**src/rtl/clz_share_sched.sv**
```systemverilog
// clz_share_sched: one iterative count-leading-zeros engine shared by NUM_REQ
// requesters. A round-robin arbiter takes one operand at a time, a binary
// search resolves one halving level per cycle, and the result goes out on a
// single response bus tagged with the requester id.
module clz_share_sched #(
   parameter int  WIDTH   = 32,
   parameter int  NUM_REQ = 4,
   localparam int LOG2W   = $clog2(WIDTH),
   localparam int IDW     = $clog2(NUM_REQ),
   localparam int CW      = LOG2W + 1
) (
   input  logic                     clk,
   input  logic                     reset,
   input  logic [NUM_REQ-1:0]       req_valid,
   input  logic [NUM_REQ*WIDTH-1:0] req_data,
   output logic [NUM_REQ-1:0]       req_ready,
   output logic                     rsp_valid,
   output logic [IDW-1:0]           rsp_id,
   output logic [CW-1:0]            rsp_count,
   output logic                     rsp_zero,
   input  logic                     rsp_ready,
   output logic                     busy
);

   typedef enum logic [1:0] {
      S_IDLE   = 2'd0,
      S_SEARCH = 2'd1,
      S_RESP   = 2'd2
   } state_t;

   state_t           state_q, state_d;
   logic [IDW-1:0]   rr_q, rr_d;
   logic [IDW-1:0]   id_q, id_d;
   logic [CW-1:0]    cnt_q, cnt_d;
   logic             zero_q, zero_d;
   logic [WIDTH-1:0] x_q, x_d;
   logic [LOG2W-1:0] step_q, step_d;

   logic             gnt_found;
   logic [IDW-1:0]   gnt_idx;
   int               arb_idx;

   logic [CW-1:0]    h;
   logic             top_zero;
   logic [WIDTH-1:0] x_step;
   logic [CW-1:0]    cnt_step;
   logic [CW-1:0]    cnt_fin;
   logic             last_step;

   // Round-robin pick: first valid requester at or after rr_q, wrapping around.
   always_comb begin
      gnt_found = 1'b0;
      gnt_idx   = '0;
      arb_idx   = 0;
      for (int k = 0; k < NUM_REQ; k++) begin
         arb_idx = int'(rr_q) + k;
         if (arb_idx >= NUM_REQ) begin
            arb_idx = arb_idx - NUM_REQ;
         end
         if (!gnt_found && req_valid[arb_idx[IDW-1:0]]) begin
            gnt_found = 1'b1;
            gnt_idx   = arb_idx[IDW-1:0];
         end
      end
   end

   // One binary-search level: test the top h bits, shift them out if all zero.
   // On the final level the leftover MSB is folded in so that an all-zero
   // operand reaches exactly WIDTH.
   always_comb begin
      h         = CW'(WIDTH >> (int'(step_q) + 1));
      top_zero  = ((x_q >> (WIDTH - int'(h))) == '0);
      x_step    = top_zero ? (x_q << h) : x_q;
      cnt_step  = top_zero ? (cnt_q + h) : cnt_q;
      last_step = (int'(step_q) == LOG2W - 1);
      cnt_fin   = cnt_step + {{(CW-1){1'b0}}, ~x_step[WIDTH-1]};
   end

   // Next-state and accept strobe for the IDLE/SEARCH/RESP sequencer.
   always_comb begin
      state_d   = state_q;
      rr_d      = rr_q;
      id_d      = id_q;
      cnt_d     = cnt_q;
      zero_d    = zero_q;
      x_d       = x_q;
      step_d    = step_q;
      req_ready = '0;
      case (state_q)
         S_IDLE: begin
            if (gnt_found) begin
               req_ready[gnt_idx] = 1'b1;
               x_d     = req_data[gnt_idx*WIDTH +: WIDTH];
               id_d    = gnt_idx;
               cnt_d   = '0;
               zero_d  = 1'b0;
               step_d  = '0;
               rr_d    = (int'(gnt_idx) == NUM_REQ - 1) ? '0 : gnt_idx + 1'b1;
               state_d = S_SEARCH;
            end
         end
         S_SEARCH: begin
            x_d    = x_step;
            step_d = step_q + 1'b1;
            if (last_step) begin
               cnt_d   = cnt_fin;
               zero_d  = (cnt_fin == CW'(WIDTH));
               state_d = S_RESP;
            end else begin
               cnt_d = cnt_step;
            end
         end
         S_RESP: begin
            // Return to IDLE only; the next grant waits one cycle.
            if (rsp_ready) begin
               state_d = S_IDLE;
            end
         end
         default: begin
            state_d = S_IDLE;
         end
      endcase
      // Nothing may be accepted while reset is being applied.
      if (!reset) begin
         req_ready = '0;
      end
   end

   // Control and response registers, cleared by the synchronous active-low reset.
   always_ff @(posedge clk) begin
      if (!reset) begin
         state_q <= S_IDLE;
         rr_q    <= '0;
         id_q    <= '0;
         cnt_q   <= '0;
         zero_q  <= 1'b0;
      end else begin
         state_q <= state_d;
         rr_q    <= rr_d;
         id_q    <= id_d;
         cnt_q   <= cnt_d;
         zero_q  <= zero_d;
      end
   end

   // Working operand and step index; always reloaded on grant, so no reset.
   always_ff @(posedge clk) begin
      x_q    <= x_d;
      step_q <= step_d;
   end

   assign rsp_valid = (state_q == S_RESP);
   assign rsp_id    = id_q;
   assign rsp_count = cnt_q;
   assign rsp_zero  = zero_q;
   assign busy      = (state_q != S_IDLE);

endmodule

```
**config.mk**
```make
export PLATFORM = sky130hd
export DESIGN_NAME = clz_share_sched
export DESIGN_NICKNAME = d
export VERILOG_FILES = /design/src/rtl/clz_share_sched.sv
export SDC_FILE = /design/constraint.sdc
export NUM_CORES = 1
export LEC_CHECK = 0
export ABC_CLOCK_PERIOD_IN_PS = 16100
export CORE_ASPECT_RATIO = 0.9
export CORE_MARGIN = 2
export CORE_UTILIZATION = 50
export CTS_CLUSTER_SIZE = 14
export DETAILED_ROUTE_END_ITERATION = 7
export GPL_TIMING_DRIVEN = 0
export HOLD_SLACK_MARGIN = 0.1
export PLACE_DENSITY = 0.81
export SYNTH_ARGS = -nofsm -noshare
export SYNTH_HDL_FRONTEND = slang
export SYNTH_SLANG_ARGS = --single-unit
```
**constraint.sdc**
```tcl
create_clock -name clk -period 16.1 [get_ports clk]
set_input_delay 3.22 -clock clk [delete_from_list [all_inputs] [get_ports clk]]
set_output_delay 3.22 -clock clk [all_outputs]
set_load 0.1 [all_outputs]
```
==> results.txt <==
- The flow ran to the end, but the final reports show violations.
* Violated checks: DRC
* Multi-input gate area in the final layout: 4310 sq um
- For this block, the routed nets add up to 25.6 mm of wire.
- On the final layout, the worst clock skew is between 0.009 and 0.01 ns.
- Non-Filler Instances: roughly 1200
* Average cell area after synthesis: between 6 and 7 sq um
- Number of warning messages in the yosys log: 0
- The routed layout has around 8000 vias.
- After clock tree synthesis, the flow added hold-fix buffers numbering 0.
- The clock reaches the later pin of the worst-skew pair after around 0.30 ns.
- CP Data Arrival Time: between 6 and 7 ns
- Combined flip-flop and latch cell area: between 1000 and 1500 sq um
- Gate Count Post-Synth: between 900 and 1000
- In this run the static leakage power is 3.05 nW.
- The synthesized netlist devotes under 10% of its cell area to adder and majority cells.
- Compared with the post-synthesis result, the final layout area differs by 30.2%.
- Worst hold path type: flop to flop
- After detailed routing, the number of vias per cell comes to approximately 6.3.
* Post-Synthesis Cell Area: roughly 6100 sq um
- The setup path with the least slack is of type primary input to primary output.
* Count of cells resized by post-cts repair: 0
- Netlist cell types: 72
- The root buffer cell chosen for the clock tree is clkbuf_16.
* # IOs: 150
- Estimated wirelength of the detail-placed design: slightly above 20 mm
- Setup violations remaining at the end of the flow were counted as 0.
- Setup repair after global routing left no endpoint under its margin.
- In this run the power density over the cells is between 100 and 150 nW/um^2.
- Wire length of the first global-routing pass: between 30 and 40 mm
- Of all nets on the critical path, the largest fanout is 11.
- The initial utilization of the core area, before any placement, comes to 50.8%.
- Overflow after GRT: 0
* Clock tree from TritonCTS: done
- Delay of the slowest critical-path stage: 1.13 ns
- Multiplexer share of the synthesized area: under 10%
- Sequential elements use roughly 23% of the synthesized area.
- Post-synth EDFFs: 37
- DRT Pass-1 Iters: 8
* CTS sink count: 50
- Maximum number of buffers from clock root to sink: 2
- Via count of the first global-routing pass: 7181
- Total GRT Usage: between 30% and 40%
- Number of nets in the synthesized netlist: 1075
- The core region is about 12000 sq um.
- The number of buffers and inverters on the critical path is 3.
* Least-Margin Pin Slew: between 1 and 1.5 ns
- I/O Buffers: 149
- CP required: between 10 and 15 ns
- Largest vdd supply drop: between 40 and 50 uV
* Die Outline Area: 13000 sq um
- Depth of the CTS H-tree: 2
* # Max-Cap Violations: 0
- Cell type with the highest aggregate area in the netlist: edfxtp_1
* Max-slew violation total from the final report: 0
- Kind of cell adding the most delay to the critical path: buffers and inverters
* Simple-gate area share of the yosys netlist: 32.8%
- Pin count of the biggest net entering global routing: 31
- For the final routed database, the setup TNS stands at 0 ns.
* Rel. slew slack: a little under a fifth
- Part of the cycle the worst path needs: roughly three fifths
- Post-DRT Antenna Nets: 0
- Critical Path Sink Type: primary output
- The cell that appears most often on the critical path is clkdlybuf4s50_1.
* Slowest stage cell, crit path: clkdlybuf4s50_1
- Count of standard-cell rows: 38
- Total Nets Final: roughly 1200
- Final hold violation count: 0
- Clock transition at the registers of the reported paths: roughly 0.07 ns
- Area fraction in compound gates after synthesis: between 20% and 30%
- The floorplan step set the die width to ~120 um.
- Largest family of logic cells by synthesized area: simple AND/OR/NAND/NOR gates
- Counting flops with an async set or reset pin after synthesis yields a share of 0%.
* Layout cell share with drive strength beyond 1: about 3.7%
- TritonCTS created 5 clock buffers.
- Antenna Diode Count: 0
- Synth area leaders: edfxtp_1 (18%), nand2_1 (16%), o21ai_0 (7.1%)
- In the final routed layout, each cell accounts on average for between 20 and 25 um.
- In the routed design, unresolved DRC markers number 3.
- STA classifies the critical path startpoint as a primary input.
- Number of fill cells: 1155
- Cell-by-cell trace of the critical path: clkdlybuf4s50_1, mux2i_1, nor2_1, nor3_1, clkbuf_1, ha_1, and3_1, clkdlybuf4s50_1
- Initial antenna violation count: 0
- In this run, synthesis produced a sequential element count of 50.
- Placer congestion estimate: 1.04
* Chip height: 109 um
* Fmax achieved: about 100 MHz
* Number of placed cells counting well taps: 1236
* Min Tclk post-route: roughly 10 ns
- Most used flip-flop cell after synthesis: edfxtp_1
- Post-CTS repair timing setup buffer count: 0
* Fraction of synthesized cell area taken by the top area cell type: 18.3%
- For this block, the initial DRC count from the detailed router was ~1100.
- Xor/xnor cell area share of the yosys netlist: ~1.6%
-- cell type report --
type	instances	area share [%]
Sequential cell	50	17.4
Clock buffer	6	1.63
Clock inverter	2	0.174
Multi-Input combinational cell	782	54.5
Inverter	18	0.855
Timing Repair Buffer	149	18.9
Tap cell	160	2.53
Buffer	77	4.08
-- synthesized netlist by cell type (14+ instances only) --
master    number
mux2i_1       16
edfxtp_1      37
nand3_1       68
nor2_1        56
o22ai_1       23
o21ai_0       86
inv_1         16
o211ai_1      14
nor3_1        21
a21oi_1       53
a31oi_1       21
clkbuf_1      53
nand2_1      253
-- worst reg2reg max path, delay by kind of cell (launching register included) --
family                     cells  cell delay [ns]
and+or+nand+nor                8             1.38
buffers and inverters         10             2.99
adders and majority gates      2             0.70
DFF                            1             0.36
muxes                          1             0.28
AOI/OAI and AO/OA              8             2.00
-- cell usage in the layout, fill, tap and decap left out, drive strengths merged, types with 7 or more instances in the layout --
cell           instances
a211oi                12
a21boi                 9
a21oi                 53
a31oi                 21
and2                   7
and3                   8
buf                   23
clkbuf                60
clkdlybuf4s50        149
dfxtp                 13
edfxtp                37
ha                    12
inv                   17
mux2i                 16
nand2                253
nand3                 69
nand4                  7
nor2                  57
nor3                  21
o211ai                14
o21a                   7
o21ai                 90
o22ai                 24
or3                    8
-- cell families after synthesis --
kind of cell,after synthesis
AOI/OAI and AO/OA,280
xor gates and xnor gates,11
adders and majority gates,13
buffers and inverters,95
DFF,50
muxes,23
and+or+nand+nor,455
-- stage by stage --
stage               area (sq um)  hold slack [ns]  util (%)  power [W]  setup slack, ns
floorplan                   6070            0.503         -   0.000568             7.66
global placement            7760            0.444      65.0   0.000753             6.16
detailed placement          7760            0.449      65.0   0.000754             6.12
CTS                         7900            0.461      66.2   0.000862             6.13
global route                7900            0.504      66.2   0.000935             5.98
finish                      7900            0.459      66.2   0.000889             6.13
-- final timing paths --
kind | start | depth (start not counted) | end | slack [ns]
hold reg to reg | rsp_id[1] | 2 | rsp_id[1] | 0.46
setup reg to reg | step_q[2] | 29 | rsp_count[5] | 8.27
hold / removal | rsp_id[1] | 2 | rsp_id[1] | 0.46
setup / recovery | req_valid[0] | 8 | req_ready[3] | 6.13
-- layer usage --
layer  share of wire (%)  GRT usage, %  up-vias
met5                   0             0        -
met1                  40          50.3     3572
met2                  44          62.2      546
met3                  12          9.81       80
met4                 4.0          15.6        0
li1                    -             -     3676
-- report_power, final --
group / leakage (nW) / switching (W) / total (W) / internal [W]
Clock: 0.0708 / 0.0000496 / 0.000107 / 0.0000578
Sequential: 0.496 / 0.0000509 / 0.000228 / 0.000177
Combinational: 2.48 / 0.000360 / 0.000554 / 0.000194
-- registers in the layout, summed over array words and instances, names as in the netlist --
register and cells:
state_q 2, rsp_count 6, rsp_id 2, rr_q 2, rsp_zero 1, x_q 32
step_q 5
No activity file was read; power rests on OpenSTA's default activity.
